===== config.mk =====
export PLATFORM = sky130hd
export DESIGN_NAME = game_sequencer
export DESIGN_NICKNAME = d
export VERILOG_FILES = /design/src/rtl/game_sequencer.sv
export SDC_FILE = /design/constraint.sdc
export NUM_CORES = 1
export LEC_CHECK = 0
export CAP_MARGIN = 20
export CELL_PAD_IN_SITES_DETAIL_PLACEMENT = 1
export CELL_PAD_IN_SITES_GLOBAL_PLACEMENT = 2
export CORE_MARGIN = 2
export CORE_UTILIZATION = 30
export DETAILED_ROUTE_END_ITERATION = 8
export GPL_ROUTABILITY_DRIVEN = 0
export PLACE_DENSITY_LB_ADDON = 0.1
export SETUP_SLACK_MARGIN = 0.2
export SLEW_MARGIN = 20
export SYNTH_ARGS = -nofsm -noshare
export SYNTH_HDL_FRONTEND = slang
export SYNTH_SLANG_ARGS = --single-unit

===== constraint.sdc =====
create_clock -name clk -period 1.5 [get_ports clk]
set_input_delay 0.3 -clock clk [delete_from_list [all_inputs] [get_ports clk]]
set_output_delay 0.3 -clock clk [all_outputs]
set_load 0.02 [all_outputs]

===== src/rtl/game_sequencer.sv =====
// Top-level game step sequencer: waits on video frames, hands the movement
// turn to the pacman unit and then to each ghost unit in turn, evaluates the
// collision / pellet status and runs the death, win and lose flows.
`timescale 1ns/1ps
module game_sequencer #(
    parameter int NUM_GHOSTS = 4,
    parameter int MOVE_DIV   = 4,
    parameter int LIVES      = 3,
    parameter int TIMEOUT    = 255
) (
    input  logic       clk,
    input  logic       reset,
    input  logic       start,
    input  logic       ack,
    input  logic       frame_tick,
    input  logic       pac_done,
    input  logic       ghost_done,
    input  logic       collision,
    input  logic       pellets_zero,
    output logic       pac_go,
    output logic       ghost_go,
    output logic [1:0] ghost_sel,
    output logic       respawn,
    output logic [1:0] lives,
    output logic [7:0] state_oh,
    output logic       err_timeout
);

    typedef enum logic [2:0] {
        ST_IDLE       = 3'd0,
        ST_WAIT_FRAME = 3'd1,
        ST_PAC_MOVE   = 3'd2,
        ST_GHOST_MOVE = 3'd3,
        ST_CHECK      = 3'd4,
        ST_DEATH      = 3'd5,
        ST_WIN        = 3'd6,
        ST_LOSE       = 3'd7
    } state_t;

    // Parameter-derived compare constants, sized to the counters they meet.
    localparam logic [3:0] MOVE_LAST    = 4'(MOVE_DIV - 1);
    localparam logic [7:0] TIMEOUT_LAST = 8'(TIMEOUT - 1);
    localparam logic [1:0] GHOST_LAST   = 2'(NUM_GHOSTS - 1);
    localparam logic [1:0] LIVES_INIT   = 2'(LIVES);

    // One-hot encoding of a state for the externally visible state vector.
    function automatic logic [7:0] onehot_of(input state_t st);
        logic [7:0] oh;
        case (st)
            ST_IDLE:       oh = 8'b0000_0001;
            ST_WAIT_FRAME: oh = 8'b0000_0010;
            ST_PAC_MOVE:   oh = 8'b0000_0100;
            ST_GHOST_MOVE: oh = 8'b0000_1000;
            ST_CHECK:      oh = 8'b0001_0000;
            ST_DEATH:      oh = 8'b0010_0000;
            ST_WIN:        oh = 8'b0100_0000;
            ST_LOSE:       oh = 8'b1000_0000;
            default:       oh = 8'b0000_0001;
        endcase
        return oh;
    endfunction

    state_t     state_r,     state_s;
    logic [7:0] state_oh_r;
    logic [3:0] frame_cnt_r, frame_cnt_s;
    logic [7:0] wait_cnt_r,  wait_cnt_s;
    logic [1:0] ghost_sel_r, ghost_sel_s;
    logic [1:0] lives_r,     lives_s;
    logic       err_r,       err_s;
    logic       pac_go_r,    pac_go_s;
    logic       ghost_go_r,  ghost_go_s;
    logic       respawn_r,   respawn_s;

    // Handshake qualifiers: a done pulse coinciding with its go pulse is
    // discarded, and the wait counter reaching its last value forces progress.
    logic pac_done_ok_s;
    logic ghost_done_ok_s;
    logic timeout_s;

    assign pac_done_ok_s   = pac_done   & ~pac_go_r;
    assign ghost_done_ok_s = ghost_done & ~ghost_go_r;
    assign timeout_s       = (wait_cnt_r == TIMEOUT_LAST);

    // Next-state, counter and go-pulse decisions for the sequencer.
    always_comb begin
        state_s     = state_r;
        frame_cnt_s = frame_cnt_r;
        wait_cnt_s  = 8'd0;
        ghost_sel_s = ghost_sel_r;
        lives_s     = lives_r;
        err_s       = err_r;
        pac_go_s    = 1'b0;
        ghost_go_s  = 1'b0;
        respawn_s   = 1'b0;

        case (state_r)
            ST_IDLE: begin
                lives_s     = LIVES_INIT;
                frame_cnt_s = 4'd0;
                err_s       = 1'b0;
                ghost_sel_s = 2'd0;
                if (start) begin
                    state_s = ST_WAIT_FRAME;
                end else begin
                    state_s = ST_IDLE;
                end
            end

            ST_WAIT_FRAME: begin
                if (frame_tick) begin
                    if (frame_cnt_r == MOVE_LAST) begin
                        state_s     = ST_PAC_MOVE;
                        frame_cnt_s = 4'd0;
                        pac_go_s    = 1'b1;
                    end else begin
                        frame_cnt_s = frame_cnt_r + 4'd1;
                    end
                end else begin
                    state_s = ST_WAIT_FRAME;
                end
            end

            ST_PAC_MOVE: begin
                if (pac_done_ok_s || timeout_s) begin
                    // A timeout counts as a done but is latched as an error.
                    if (!pac_done_ok_s) begin
                        err_s = 1'b1;
                    end else begin
                        err_s = err_r;
                    end
                    state_s     = ST_GHOST_MOVE;
                    ghost_sel_s = 2'd0;
                    ghost_go_s  = 1'b1;
                end else begin
                    wait_cnt_s = wait_cnt_r + 8'd1;
                end
            end

            ST_GHOST_MOVE: begin
                if (ghost_done_ok_s || timeout_s) begin
                    if (!ghost_done_ok_s) begin
                        err_s = 1'b1;
                    end else begin
                        err_s = err_r;
                    end
                    if (ghost_sel_r == GHOST_LAST) begin
                        state_s = ST_CHECK;
                    end else begin
                        // ghost_sel moves together with the new go pulse so it
                        // is stable from go through the matching done.
                        ghost_sel_s = ghost_sel_r + 2'd1;
                        ghost_go_s  = 1'b1;
                    end
                end else begin
                    wait_cnt_s = wait_cnt_r + 8'd1;
                end
            end

            ST_CHECK: begin
                if (collision) begin
                    if (lives_r == 2'd1) begin
                        state_s = ST_LOSE;
                        lives_s = 2'd0;
                    end else begin
                        state_s   = ST_DEATH;
                        lives_s   = lives_r - 2'd1;
                        respawn_s = 1'b1;
                    end
                end else if (pellets_zero) begin
                    state_s = ST_WIN;
                end else begin
                    state_s = ST_WAIT_FRAME;
                end
            end

            ST_DEATH: begin
                if (frame_tick) begin
                    state_s     = ST_WAIT_FRAME;
                    frame_cnt_s = 4'd0;
                end else begin
                    state_s = ST_DEATH;
                end
            end

            ST_WIN, ST_LOSE: begin
                if (ack) begin
                    state_s = ST_IDLE;
                end else begin
                    state_s = state_r;
                end
            end

            default: begin
                state_s = ST_IDLE;
            end
        endcase
    end

    // State, counters and all outputs are registered; reset forces IDLE.
    always_ff @(posedge clk or posedge reset) begin
        if (reset) begin
            state_r     <= ST_IDLE;
            state_oh_r  <= 8'b0000_0001;
            frame_cnt_r <= 4'd0;
            wait_cnt_r  <= 8'd0;
            ghost_sel_r <= 2'd0;
            lives_r     <= 2'd0;
            err_r       <= 1'b0;
            pac_go_r    <= 1'b0;
            ghost_go_r  <= 1'b0;
            respawn_r   <= 1'b0;
        end else begin
            state_r     <= state_s;
            state_oh_r  <= onehot_of(state_s);
            frame_cnt_r <= frame_cnt_s;
            wait_cnt_r  <= wait_cnt_s;
            ghost_sel_r <= ghost_sel_s;
            lives_r     <= lives_s;
            err_r       <= err_s;
            pac_go_r    <= pac_go_s;
            ghost_go_r  <= ghost_go_s;
            respawn_r   <= respawn_s;
        end
    end

    assign pac_go      = pac_go_r;
    assign ghost_go    = ghost_go_r;
    assign ghost_sel   = ghost_sel_r;
    assign respawn     = respawn_r;
    assign lives       = lives_r;
    assign state_oh    = state_oh_r;
    assign err_timeout = err_r;

endmodule

==> results.toml, run 1 <==
[status]
status = "complete, but fails checks"
violations = "negative setup slack"

[timing]
fmax_ghz = 0.611
fin_worst_skew_ps = 11.1
maxSlewHeadroom = 0.746
rsz0062_at_grt = "yes"
hold_ws_ps = 303
hold_viol = 0
postLayoutSetupSlackWorst_ps = -137
fin_crit_ps = 1640
worstMarginPinSlew_ps = 381
finalCritPeriodShare = 1.09
maxSlewViolCount = 0
finalSetupViolations = 18

[global_route]
grt-ovfl-total = 0
grt_pass1_wl_um = 8470
antenna_found_initial = 0
grt_start_max_net_pins = 15
grt_use_total = 0.184
grt_pass1_vias = 1718

[power_and_ir_drop]
p_seq_frac = 0.262
clkPwrFrac = 0.140
p_sw_frac = 0.391
p_int_mw = 2.80
ir_drop_uv = 718
cellLeakagePower_nw = 1.24
powerDensity_nw_per_um2 = 1650
p_sw_mw = 1.80
p_comb_frac = 0.598

[drt]
via_per_inst = 4.86
wirelength_um = 5260
dr.pass1.iters = 4
wl_per_cell_um = 16.9
antenna_left = 0
via_count = 1515
initialDrtViolationCount = 26
drc_errors = 0

[clocking]
cts_buffers = 5
cts_sinks = 31
htree_levels = 2
clock-root-buffer = "clkbuf_8"
clk_latency_ps = 290
cts_tree = "built"
clk_pin_slew_ps = 70
cts.path.max_buffers = 2

[final_layout]
final_cells = 312
final_common_cell = "buf_4"
fin_area_um2 = 2790
final_cell_mix = "buf_4, dfrtp_1, buf_6"
nNetsFinal = 255
drive_gt1_frac = 0.562
regArea_um2 = 783
multi_input_area_um2 = 1080
area_delta_synth_final_pct = 72.7
fillers = 601
antenna_cells = 0

[place]
portBuffers = 24
dp_slack_ps = -421
detailed_place_hpwl_um = 3620
placed_cell_area_um2 = 2300
dp_cells = 287

[floorplanning]
die_h_um = 77.4
core_area_um2 = 5140
die-area_um2 = 5990
core.rowCount = 26
die_x_um = 77.4
initial_core_util = 0.315
ioPinCount = 25

[critical_path]
crit_fanout = 4
crit_path_max_incr_delay_ps = 460
start_kind = "flop"
cp_slowest_cell = "or3b_4"
crit_chain = "or3b_4 > buf_6 > o221a_4 > o2111a_1"
cp.required_ps = 1710
crit_buf_inv = 1
crit_arrival_ps = 1840
cp-end-kind = "flop"
critPathTopFamily = "compound AO/OA/AOI/OAI gates"
crit_type = "flop to flop"

[yosys]
synth_edf_count = 0
synthesis.area_um2 = 1620
avgSynthCellArea_um2 = 10.4
syn-instance-count = 156
synthArstFlopShare = 1.00
ys_ff_latch = 31
yosysWarningCount = 0
synth_fp_nets = 170
ys_seq_area_frac = 0.481
synthFlopType = "dfrtp_1"
ys_types = 53

[worst_hold_path]
min_path_type = "input port to async pin"

[job]
maxCapViolations = 0
-- final cells by class --
type / instances / share of cell area
multi-input cells: 114 / 0.387
flip-flops and latches: 31 / 0.281
repair buffers: 83 / 0.264
well taps: 70 / 0.0314
clock buffers: 8 / 0.0287
inverters: 6 / 0.00807
-- Yosys cell counts, drive strengths merged, types with 2 or more instances --
cell,count,share of area
and3,3,0.012
or2,3,0.012
ha,5,0.039
a21oi,7,0.022
nand3,5,0.015
inv,6,0.014
dfrtp,30,0.46
and2,2,0.0077
or3b,2,0.012
nand2,13,0.030
nor4,3,0.019
nor3,5,0.019
nand4,2,0.0077
a22o,2,0.011
buf,5,0.025
xor2,5,0.027
nor2,14,0.043
a21o,3,0.014
o21ai,10,0.031
nand2b,7,0.027
-- per-layer routing --
layer	part of all wire	global-route usage	wire length [µm]	vias to the layer above
li1	-	-	-	731
met1	0.39	0.205	2050	754
met2	0.57	0.348	2990	22
met3	0.028	0.0337	146	8
met4	0.015	0.0625	79	0
met5	0	0	0	-
-- state kept, by name, indices dropped and copies added, names as in the netlist --
register	count
state_oh	8
wait_cnt_r	8
frame_cnt_r	4
state_r	3
ghost_sel	2
lives	2
err_timeout	1
ghost_go	1
pac_go	1
respawn	1
-- stage by stage --
step / utilization / power, mW / setup TNS, ps
after floorplan: - / 2.30 / -12.7
after global placement: 0.448 / 3.10 / -5130
after detailed placement: 0.448 / 3.18 / -5180
after CTS: 0.504 / 4.18 / -725
after global routing: 0.543 / 4.89 / -2250
final: 0.543 / 4.60 / -1480
-- worst reg2reg max path, stage by stage, from the launching register on --
cell and delay [ps]:
dfrtp_1 430, or3b_4 470, buf_6 140, o221a_4 280
o2111a_1 250
-- power by group through the flow --
stage	clock network [mW]	registers (mW)	logic [mW]
6_report	0.642	1.20	2.75
5_1_grt	0.692	1.23	2.97
4_1_cts	0.662	1.19	2.33
3_5_place_dp	0	1.20	1.98
3_3_place_gp	0	1.18	1.92
2_1_floorplan	0	1.34	0.956
-- repair_timing --
item,in CTS,in global routing
setup endpoints to repair,45,37
pin swaps,16,11
hold buffers,0,0
cloned,1,1
resized for setup,63,48
buffers inserted,11,4
-- cells by family after synthesis --
group,Yosys count,synth area share
simple gates,65,0.236
compound gates,36,0.160
flops,31,0.481
buf+inv,11,0.0387
xor+xnor,6,0.0325
fa+ha+maj,5,0.0387
mux,2,0.0132
-- final timing paths --
| kind | start | endpoint | slack, ps | cells after the start |
|---|---|---|---|---|
| setup / recovery | state_r[0]$_DFF_PP0_ | state_oh[0]$_DFF_PP1_ | -140 | 4 |
| min in group clk | err_timeout$_DFFE_PP0P_ | err_timeout$_DFFE_PP0P_ | 540 | 2 |
| setup reg to reg | state_r[0]$_DFF_PP0_ | state_oh[0]$_DFF_PP1_ | -140 | 4 |
| hold reg to reg | err_timeout$_DFFE_PP0P_ | err_timeout$_DFFE_PP0P_ | 540 | 2 |
| hold / removal | reset | frame_cnt_r[2]$_DFFE_PP0P_ | 300 | 2 |
| max in group asynchronous | reset | ghost_sel[0]$_DFFE_PP0P_ | 680 | 3 |
No activity file was read; power rests on OpenSTA's default activity.
==> run 2, diff against run 1 <==
PLACE_DENSITY_LB_ADDON = 0.05   (was 0.1)
==> run 2 against run 1 <==
  * The flow still finishes with violations (negative setup slack)
  * Clock power up 16%
  * Non-clock buffer count down 14
  * Sequential power about the same
  * Worst setup slack better by 7.1 ps
  * First-iteration DRC count up 58%
  * Cell area down 5.1%
  * Die area unchanged
  * Power down 7.6%
  * Register-to-register slack about the same
  * Critical path type unchanged
  * Critical endpoint is now state_oh[5]$_DFF_PP0_
  * Largest power group unchanged
  * Highest routed layer unchanged
==> results.toml, run 2 (same netlist as run 1, synthesis figures left out) <==
[status]
status = "complete, but fails checks"
violations = "negative setup slack"

[power_and_ir_drop]
p_comb_frac = 0.540
clkPwrFrac = 0.175
p_int_mw = 2.64
cellLeakagePower_nw = 1.19
p_sw_mw = 1.61
p_sw_frac = 0.379
ir_drop_uv = 839
p_total_mw = 4.25
p_seq_frac = 0.285
powerDensity_nw_per_um2 = 1600

[floorplanning]
die_h_um = 77.4
ioPinCount = 25
die_x_um = 77.4
initial_core_util = 0.315
core.rowCount = 26
core_area_um2 = 5140
die-area_um2 = 5990

[timing]
fin_worst_skew_ps = 9.85
finalCritPeriodShare = 1.09
hold_viol = 0
maxSlewViolCount = 0
postLayoutSetupSlackWorst_ps = -130
hold_ws_ps = 375
finalSetupViolations = 20
rsz0062_at_grt = "yes"
worstMarginPinSlew_ps = 300
fin_crit_ps = 1630
fmax_ghz = 0.613
fin_setup_tns_ps = -1410
maxSlewHeadroom = 0.799

[clocking]
cts_tree = "built"
clk_latency_ps = 290
cts_sinks = 31
htree_levels = 2
cts_buffers = 5
cts.path.max_buffers = 2
clk_pin_slew_ps = 70
clock-root-buffer = "clkbuf_8"

[final_layout]
finish.utilization = 0.516
multi_input_area_um2 = 1020
final_common_cell = "buf_4"
antenna_cells = 0
fillers = 587
final_cells = 298
nNetsFinal = 241
final_cell_mix = "buf_4, dfrtp_1, nand2_1, buf_6, nor2_2"
drive_gt1_frac = 0.504
regArea_um2 = 785
area_delta_synth_final_pct = 63.9

[critical_path]
crit_type = "flop to flop"
cp-end-kind = "flop"
cp.required_ps = 1690
r2r_end = "state_oh[5]$_DFF_PP0_"
crit_path_max_incr_delay_ps = 450
crit_fanout = 5
cp_slowest_cell = "dfrtp_2"
start_kind = "flop"
ff2ff_path_depth = 5
reg2reg_slack_ps = -130
crit_arrival_ps = 1820
crit_chain = "buf_12 > and3b_1 > and2_1 > a221o_2 > nor4_4"
crit_start = "state_r[0]$_DFF_PP0_"
reg2reg_from = "state_r[0]$_DFF_PP0_"

[drt]
via_per_inst = 4.86
initialDrtViolationCount = 41
wirelength_um = 4670
via_count = 1447
wl_per_cell_um = 15.7
drc_errors = 0
dr.pass1.iters = 4
antenna_left = 0

[global_route]
grt_use_total = 0.162
grt_pass1_wl_um = 7500
grt_pass1_vias = 1556
grt-ovfl-total = 0
antenna_found_initial = 0
grt_start_max_net_pins = 32

[place]
detailed_place_hpwl_um = 3480
portBuffers = 24
dp_cells = 281

[job]
maxCapViolations = 0

[worst_hold_path]
min_path_type = "input port to async pin"
[run 2: cell type report]
cell class / count / area share
inverter: 6 / 0.00850
clock buffer: 7 / 0.0364
sequential: 31 / 0.296
multi-input combinational: 114 / 0.386
tap: 70 / 0.0331
timing repair buffer: 69 / 0.237
clock inverter: 1 / 0.00283
[run 2: what timing repair did]
item	in CTS	in global routing
setup buffers	2	6
pin swaps	7	10
endpoints found under the setup margin	43	38
gates cloned	1	0
gates resized for setup	49	35
hold buffers	0	0
[run 2: worst max path at each step]
stage	slack [ps]	endpoint
2_1_floorplan	-10	state_oh[7]$_DFF_PP0_
3_3_place_gp	-360	state_oh[7]$_DFF_PP0_
3_5_place_dp	-420	state_oh[5]$_DFF_PP0_
4_1_cts	-150	state_oh[5]$_DFF_PP0_
5_1_grt	-200	state_oh[5]$_DFF_PP0_
6_report	-130	state_oh[5]$_DFF_PP0_
[run 2: metal layers]
| layer | up-vias | GRT usage | routed length, µm |
|---|---|---|---|
| li1 | 704 | - | - |
| met1 | 712 | 0.207 | 2170 |
| met2 | 22 | 0.263 | 2330 |
| met3 | 9 | 0.0267 | 69 |
| met4 | 0 | 0.0839 | 104 |
| met5 | - | 0 | 0 |
[run 2: stage by stage]
step           area, µm²  setup WS (ps)
2_1_floorplan       1690          -12.7
3_3_place_gp        2270           -361
3_5_place_dp        2270           -424
4_1_cts             2480           -145
5_1_grt             2650           -199
6_report            2650           -130
[run 2: critical path: cells and delay by family, from the launching register on]
family	cells	cell delay, ps
flops	1	450
compound gates	1	450
simple gates	3	500
buf+inv	1	140
[run 2: power groups by stage]
stage	Sequential, mW	Combinational (mW)	Clock (mW)
after global routing	1.25	2.49	0.808
after detailed placement	1.21	1.92	0
after floorplan	1.34	0.956	0
after CTS	1.20	2.07	0.770
after global placement	1.19	1.87	0
final	1.21	2.30	0.745
